--- src/rtl/node_sampler.sv ---
// Stochastic binary node sampler: PLAN sigmoid of each signed product, compared against a Galois LFSR.
// Define NODE_SAMPLER_DETERMINISTIC_EN to replace LFSR sampling with a fixed threshold (x > 0).
module node_sampler #(
  parameter int          PRECISION_BITS = 32,
  parameter int          OVERFLOW_BITS  = 8,
  parameter int          NUM_NODES      = 4,
  parameter int          FRAC_BITS      = 16,
  parameter logic [15:0] LFSR_SEED      = 16'hACE1,
  parameter int          RBM_CLOCK_FREQ = 50_000_000,
  localparam int         PAD_BITS       = PRECISION_BITS + OVERFLOW_BITS
) (
  input  logic                 clk,
  input  logic                 rst,
  input  logic                 start,
  input  logic                 product_valid,
  input  logic [PAD_BITS-1:0]  product,
  output logic                 product_ready,
  output logic [NUM_NODES-1:0] nodes,
  output logic                 busy,
  output logic                 done
);

  localparam int IDX_W = (NUM_NODES > 1) ? $clog2(NUM_NODES) : 1;
  localparam int AW    = PAD_BITS - 1;

  localparam logic [AW-1:0] A_ONE    = AW'(1) << FRAC_BITS;
  localparam logic [AW-1:0] A_2P375  = AW'(19) << (FRAC_BITS - 3);
  localparam logic [AW-1:0] A_FIVE   = AW'(5) << FRAC_BITS;
  localparam logic [16:0]   P_ONE    = 17'h10000;

  if (FRAC_BITS < 16 || FRAC_BITS > PAD_BITS - 4 || RBM_CLOCK_FREQ <= 0) begin : g_bad_params
    $error("node_sampler: illegal FRAC_BITS or RBM_CLOCK_FREQ");
  end

  typedef enum logic [1:0] {IDLE, CAPTURE, DRAIN, DONE} state_t;
  typedef enum logic [1:0] {SEG_LOW, SEG_MID, SEG_HIGH, SEG_SAT} seg_t;

  state_t           state, next_state;
  logic [IDX_W-1:0] idx;
  logic             accept;

  // Stage 1: magnitude and PLAN segment
  logic             in_neg;
  logic [AW-1:0]    in_mag;
  seg_t             in_seg;
  logic             s1_valid;
  logic [IDX_W-1:0] s1_idx;
  logic             s1_neg;
  logic [AW-1:0]    s1_mag;
  seg_t             s1_seg;

  // Stage 2: probability
  logic [16:0]      p_mag;
  logic [16:0]      p_comb;
  logic             s2_valid;
  logic [IDX_W-1:0] s2_idx;
  logic [16:0]      s2_p;

  logic             node_bit;

`ifdef NODE_SAMPLER_DETERMINISTIC_EN
  logic             s1_pos;
  logic             s2_pos;
`else
  logic [15:0]      lfsr;
`endif

  assign accept        = product_valid && (state == CAPTURE);
  assign product_ready = (state == CAPTURE);
  assign busy          = (state != IDLE);
  assign done          = (state == DONE);

  always_comb begin
    next_state = state;
    case (state)
      IDLE:    if (start) next_state = CAPTURE;
      CAPTURE: if (accept && idx == IDX_W'(NUM_NODES - 1)) next_state = DRAIN;
      DRAIN:   if (!s1_valid && !s2_valid) next_state = DONE;
      DONE:    next_state = IDLE;
      default: next_state = IDLE;
    endcase
  end

  // The most negative input has no positive counterpart, so its magnitude saturates.
  always_comb begin
    in_neg = product[PAD_BITS-1];
    in_mag = product[AW-1:0];
    if (in_neg) begin
      if (product == {1'b1, {AW{1'b0}}}) in_mag = '1;
      else                              in_mag = (~product[AW-1:0]) + AW'(1);
    end
    if (in_mag >= A_FIVE)       in_seg = SEG_SAT;
    else if (in_mag >= A_2P375) in_seg = SEG_HIGH;
    else if (in_mag >= A_ONE)   in_seg = SEG_MID;
    else                        in_seg = SEG_LOW;
  end

  // Shifting the non-negative magnitude truncates the slope term to 16 fractional bits.
  always_comb begin
    p_mag = '0;
    case (s1_seg)
      SEG_SAT:  p_mag = P_ONE;
      SEG_HIGH: p_mag = 17'(s1_mag >> (FRAC_BITS - 11)) + 17'h0D800;
      SEG_MID:  p_mag = 17'(s1_mag >> (FRAC_BITS - 13)) + 17'h0A000;
      default:  p_mag = 17'(s1_mag >> (FRAC_BITS - 14)) + 17'h08000;
    endcase
    p_comb = s1_neg ? (P_ONE - p_mag) : p_mag;
  end

`ifdef NODE_SAMPLER_DETERMINISTIC_EN
  // Tiny positive inputs truncate to exactly 0.5, so the sign flag breaks the tie.
  assign node_bit = (s2_p > 17'h08000) || ((s2_p == 17'h08000) && s2_pos);
`else
  assign node_bit = ({1'b0, lfsr} < s2_p);
`endif

  always_ff @(posedge clk) begin
    if (rst) begin
      state    <= IDLE;
      idx      <= '0;
      s1_valid <= 1'b0;
      s2_valid <= 1'b0;
      nodes    <= '0;
`ifndef NODE_SAMPLER_DETERMINISTIC_EN
      lfsr     <= LFSR_SEED;
`endif
    end else begin
      state    <= next_state;
      s1_valid <= accept;
      s2_valid <= s1_valid;
      if (state == IDLE && start) idx <= '0;
      else if (accept)            idx <= idx + IDX_W'(1);
      if (s2_valid) begin
        nodes[s2_idx] <= node_bit;
`ifndef NODE_SAMPLER_DETERMINISTIC_EN
        lfsr <= {1'b0, lfsr[15:1]} ^ (lfsr[0] ? 16'hB400 : 16'h0000);
`endif
      end
    end
  end

  always_ff @(posedge clk) begin
    s1_idx <= idx;
    s1_neg <= in_neg;
    s1_mag <= in_mag;
    s1_seg <= in_seg;
    s2_idx <= s1_idx;
    s2_p   <= p_comb;
`ifdef NODE_SAMPLER_DETERMINISTIC_EN
    s1_pos <= !in_neg && (product != '0);
    s2_pos <= s1_pos;
`endif
  end

endmodule

--- config.mk ---
export PLATFORM = sky130hd
export DESIGN_NAME = node_sampler
export DESIGN_NICKNAME = d
export VERILOG_FILES = /design/src/rtl/node_sampler.sv
export SDC_FILE = /design/constraint.sdc
export NUM_CORES = 1
export LEC_CHECK = 0
export CORE_MARGIN = 2
export CORE_UTILIZATION = 61
export CTS_BUF_LIST = sky130_fd_sc_hd__clkbuf_4 sky130_fd_sc_hd__clkbuf_8 sky130_fd_sc_hd__clkbuf_16
export DETAILED_ROUTE_END_ITERATION = 6
export GPL_TIMING_DRIVEN = 0
export PLACE_DENSITY = 0.89
export SYNTH_ARGS = -nofsm -noshare
export SYNTH_HDL_FRONTEND = slang
export SYNTH_SLANG_ARGS = --single-unit
--- constraint.sdc ---
create_clock -name clk -period 6.92 [get_ports clk]
set_input_delay 0.692 -clock clk [delete_from_list [all_inputs] [get_ports clk]]
set_output_delay 0.692 -clock clk [all_outputs]
set_load 0.02 [all_outputs]
======== Yosys cells after proc, flatten, opt, wreduce, memory -nomap -nowiden ========
Cells that the tools add are included.
word-level totals
  output and inout bits ................... 7
  bits of input ports ..................... 44
  memory bits (writable) .................. 0
  register bits ........................... 72
  latch bits .............................. 0
  ROM bits ................................ 0
  logic and storage cells ................. 64
  memories kept ........................... 0
cells by class
  $mul .................................... 0
  divide/modulo/power cells ............... 0
  bitwise logic cells ..................... 2
  add/sub/neg operators ................... 6
  muxes and demuxes ....................... 14
  eq/ne operators ......................... 11
  shift operators ......................... 0
  $lt $le $gt $ge ......................... 6
  reductions and logical operators ........ 12
operators by type and width
  cell                                                                  number
  two-way mux 39 bit                                                    2
  adder 17 x 16 -> 17 bit (second input constant)                       3
  case mux 17 bit (3 select lines)                                      1
  == test 40 bit (second input constant)                                1
  adder 39 x 1 -> 39 bit (second input constant)                        1
  greater-or-equal comparator 39 x 17 -> 1 bit (second input constant)  1
  greater-or-equal comparator 39 x 18 -> 1 bit (second input constant)  1
  greater-or-equal comparator 39 x 19 -> 1 bit (second input constant)  1
  NOT 39 bit                                                            1
  less-than comparator 16 x 17 -> 1 bit                                 1
  two-way mux 17 bit                                                    1
  subtractor 17 bit (first input constant)                              1
  two-way mux 16 bit                                                    1
  bitwise XOR 15 x 16 -> 16 bit                                         1
  == test 2 bit (second input constant)                                 5
  case mux 2 bit (4 select lines)                                       1
  two-way mux 2 bit                                                     3
  logical AND 1 bit                                                     5
  bitwise mux 4 bit                                                     1
  == test 2 x 1 -> 1 bit (second input constant)                        2
  != test 2 bit (second input constant)                                 2
  OR reduction 2 bit                                                    2
  less-than comparator 2 x 3 -> 1 bit (second input constant)           1
  two-way mux 1 bit                                                     3
  other kinds (8)                                                       9

======== Longest topological paths before layout ========
  depth after elaboration ................. 7
  depth in mapped cells ................... 12
  depth with buffers taken out ............ 10

======== Least setup slack after synthesis ========
OpenSTA, ideal clock, no wires.
  path kind ............................... input port to flip-flop
  from .................................... input product[16]
  to ...................................... register s1_seg[0]
  setup time .............................. 0.144 ns
  arrival ................................. 3.124 ns
  buffers on the path ..................... 1
  path slack .............................. 3.652 ns
  stages on the path ...................... 9
  required time ........................... 6.776 ns
  cell sequence ........................... or4_4 -> or4_1 -> buf_2 -> nor4_1 -> nor2b_1 -> mux2_2 -> nor4_1 -> and4_1 -> nand4_1
on the way
  cells in the longest elaborated chain, start to end .. 7
  elaborated cells between the ends (all ways) .. 10
  classes of those cells .................. add/sub: 1; order compare: 3; eq/ne: 1; mux: 4; bitwise: 1
RTL lines
  what                                          RTL line  text
  from (decl)                                   16        input logic [PAD_BITS-1:0] product,
  NOT 39 bit                                    90        else in_mag = (~product[AW-1:0]) + AW'(1);
  adder 39 x 1 -> 39 bit                        90
  two-way mux 39 bit                            89        if (product == {1'b1, {AW{1'b0}}}) in_mag = '1;
  two-way mux 39 bit (*)                        88        if (in_neg) begin
  greater-or-equal comparator 39 x 17 -> 1 bit  94        else if (in_mag >= A_ONE) in_seg = SEG_MID;
  two-way mux 1 bit                             94
  two-way mux 1 bit                             93        else if (in_mag >= A_2P375) in_seg = SEG_HIGH;
  to (signal assigned)                          146       s1_seg <= in_seg;
  to (decl)                                     50        seg_t s1_seg;
Every way passes the cells marked *; elsewhere a longest branch is shown, timed or not.
A chain may end at the register's enable or synchronous reset.

======== Worst setup path in the final report ========
  from .................................... input product[16]
  to ...................................... register s1_seg[1]
on the way
  cells in the longest elaborated chain, start to end .. 6
  elaborated cells between the ends (all ways) .. 8
  classes of those cells .................. add/sub: 1; order compare: 2; eq/ne: 1; mux: 2; bitwise: 1; reduce/logical: 1
RTL lines
  what                                                                                                                 RTL line
  NOT 39 bit                                                                                                           90
  adder 39 x 1 -> 39 bit                                                                                               90
  two-way mux 39 bit                                                                                                   89
  two-way mux 39 bit (*)                                                                                               88
  greater-or-equal comparator 39 x 19 -> 1 bit / greater-or-equal comparator 39 x 18 -> 1 bit (equally long branches)  92, 93
  OR reduction 2 bit (no line) (*)                                                                                     --
Marks and branches as above.

==> metrics.md <==
| Metric | Value |
|---|---|
| Pwr/cell area | 197 nW/µm² |
| Core Rows | 30 |
| Top cell type's share of synthesized area | 0.319 |
| Final cycle utilization of the critical path | 0.557 |
| Yosys warning total | 0 |
| Ys async rst share | 0 |
| Worst Tran Pin Value | 869 ps |
| Setup ws final | 3070 ps |
| Diode count | 0 |
| Pleak | 2.08 nW |
| TritonCTS Buffers | 9 |
| Final Util | 0.758 |
| Synth cell types | 55 |
| Critical path origin | product[16] |
| Synth area leaders | dfxtp_1 32%, ha_1 8.0%, xor2_1 5.4% |
| Pin count of the biggest net entering global routing | 13 |
| Setup crit end kind | register |
| H-tree lvl count | 3 |
| Post-DP HPWL | 8490 µm |
| Setup bufs post-CTS | 0 |
| Initial DRC count | 189 |
| Layout area overhead | 18.5% |
| Worst Setup EP | s1_seg[1] |
| Synthesized area | 4390 µm² |
| IO Port Bufs | 48 |
| CP max stage delay | 590 ps |
| Post-route cell area | 5210 µm² |
| Drt total wl | 11,200 µm |
| Max-Cap Viols | 0 |
| Final ANT Viol Nets | 0 |
| Pre-Repair DR Iteration Count | 5 |
| Cts repair resizes | 0 |
| Post-Syn Nets | 602 |
| Post-DP Area | 4990 µm² |
| Crit-path max FO | 5 |
| Post-Syn Instances | 530 |
| Worst path bufs/invs | 2 |
| WP data required | 7110 ps |
| FMAX | 260 MHz |
| Max-slew headroom | 0.413 |
| Yosys reg bits | 70 |
| Fin crit period | 3850 ps |
| HP Class | register to register |
| CP max stage cell | or4_4 |
| Initial antenna violation count | 0 |
| R2r startpoint | s1_seg[0] |
| Setup-violating endpoint count in the final report | 0 |
| Final clock skew | 13.6 ps |
| Gr usage total | 0.291 |
| Chip Height | 88.9 µm |
| # nets final | 661 |
| Clock root buffer | clkbuf_8 |
| Core Region | 6870 µm² |
| Crit path DAT | 4040 ps |
| Count leader, synth | dfxtp_1 |
| FF-to-FF End | s2_p[15] |
| Drt via density | 6.02 |
| Pre-CTS setup slack | 2760 ps |
| Clock network latency to the later pin of the worst-skew pair | 350 ps |
| Vias post-DR | 4,151 |
| CTS tree | built |
| Clock-pin slew on the worst setup and hold paths | 70 ps |
| Die footprint | 7900 µm² |
| Worst path depth | 10 |
| Final Max Tran Viols | 0 |
| Max Root-Sink Buffers | 2 |
| Proportion of layout cells with a drive suffix above 1 | 0.0556 |
| # IOs | 51 |
| Wire per inst | 16.3 µm |
| CTS Sinks | 70 |
| Tot Pwr | 0.00102 W |
| Register-to-register setup slack | 3890 ps |
| RSZ-0062 raised after global routing | false |
| Gpl congestion | 0.935 |
| Post-synth EDFFs | 0 |
| Syn_area_per_cell | 8.29 µm² |
| Crit Path Category | input pin to register |
| Max VDD drop | 0.000154 V |
| Vias in the first global route | 3,888 |
| Run status | complete, no violations |
| Die extent in x | 88.9 µm |
| Setup TNS | 0 ps |
| Residual DRC | 0 |
| First-pass GRT wire length | 17,700 µm |
| Post-synthesis sequential area ratio | 0.319 |
| Main synth FF type | dfxtp_1 |
| Most frequent CP cell | nor4_1 |
| CP Launch Type | input pin |
| Post-CTS Hold Buffers | 0 |
| R2r worst-path depth | 10 |
| Fin. Hold Viols | 0 |
| Most frequent cells after synthesis | 70 x dfxtp_1, 43 x nand2_1, 39 x nor2_1 |
| Worst-path cell chain | clkdlybuf4s50_1, or4_4, or4_1, buf_2, nor4_1, nor2b_1, mux2_2, nor4_1, and4_1, nand4_1 |
| Fill cells | 512 |
| Yosys top cell by area | dfxtp_1 |
| Grt ovf | 0 |
| Effective utilization at floorplan | 0.640 |
| CP delay by family, top | simple AND/OR/NAND/NOR gates |
[per-layer routing]
layer / vias up / global-route usage / wire, µm
met3: 23 / 0.0532 / 725
met2: 165 / 0.535 / 5700
li1: 2009 / - / -
met4: 0 / 0.0909 / 199
met1: 1954 / 0.338 / 4570
met5: - / 0 / 0
[kinds of logic after synthesis]
| logic type | Yosys count | synth area share |
|---|---|---|
| AOI/OAI and AO/OA | 105 | 0.159 |
| buffers and inverters | 60 | 0.0521 |
| and+or+nand+nor | 194 | 0.235 |
| DFF | 70 | 0.319 |
| muxes | 28 | 0.0655 |
| adders and majority gates | 28 | 0.0797 |
| xor gates and xnor gates | 45 | 0.0897 |
[where the power goes]
group / switching [W] / internal, W / leakage [nW]
sequential: 0.0000238 / 0.000432 / 0.574
combinational: 0.000116 / 0.0000988 / 1.40
clock: 0.000153 / 0.000201 / 0.109
[sequential cells by signal, summed over array words and instances (netlist names)]
name,count
nodes,4
s2_valid,1
s1_valid,1
lfsr,16
s1_seg,2
s1_idx,2
state,2
s1_neg,1
idx,2
s1_mag,20
s2_idx,2
s2_p,17
[worst min-delay path by stage]
| stage | from | to | cells after the start |
|---|---|---|---|
| after floorplan | s1_idx[0] | s2_idx[0] | 0 |
| after global placement | s1_idx[1] | s2_idx[1] | 0 |
| after detailed placement | s1_idx[0] | s2_idx[0] | 0 |
| after CTS | s1_idx[0] | s2_idx[0] | 0 |
| after global routing | s1_idx[0] | s2_idx[0] | 0 |
| final | s1_idx[0] | s2_idx[0] | 0 |
[area by class of cell]
type / instances / area, µm² / share of cell area
inverter: 34 / 128 / 0.0245
multi-input combinational: 400 / 2760 / 0.531
buffer: 26 / 101 / 0.0195
timing repair buffer: 48 / 480 / 0.0923
sequential: 70 / 1400 / 0.269
tap: 96 / 120 / 0.0231
clock inverter: 6 / 87.6 / 0.0168
clock buffer: 9 / 124 / 0.0238
[cells in the final DEF (no fill, tap or decap), types with 12 or more instances in the layout]
| cell type | n |
|---|---|
| dfxtp_1 | 70 |
| clkdlybuf4s50_1 | 48 |
| nand2_1 | 43 |
| nor2_1 | 39 |
| inv_1 | 34 |
| o21ai_0 | 28 |
| ha_1 | 28 |
| xor2_1 | 27 |
| mux2i_1 | 22 |
| clkbuf_1 | 19 |
| xnor2_1 | 18 |
| a21oi_1 | 17 |
| nand3_1 | 16 |
| nor3_1 | 15 |
| o31ai_1 | 12 |
[metrics by stage]
stage	cells	hold WS, ps
2_1_floorplan	530	310
3_3_place_gp	674	311
3_5_place_dp	674	320
4_1_cts	689	337
5_1_grt	689	342
6_report	689	334
Power figures use the tool's default switching activity.
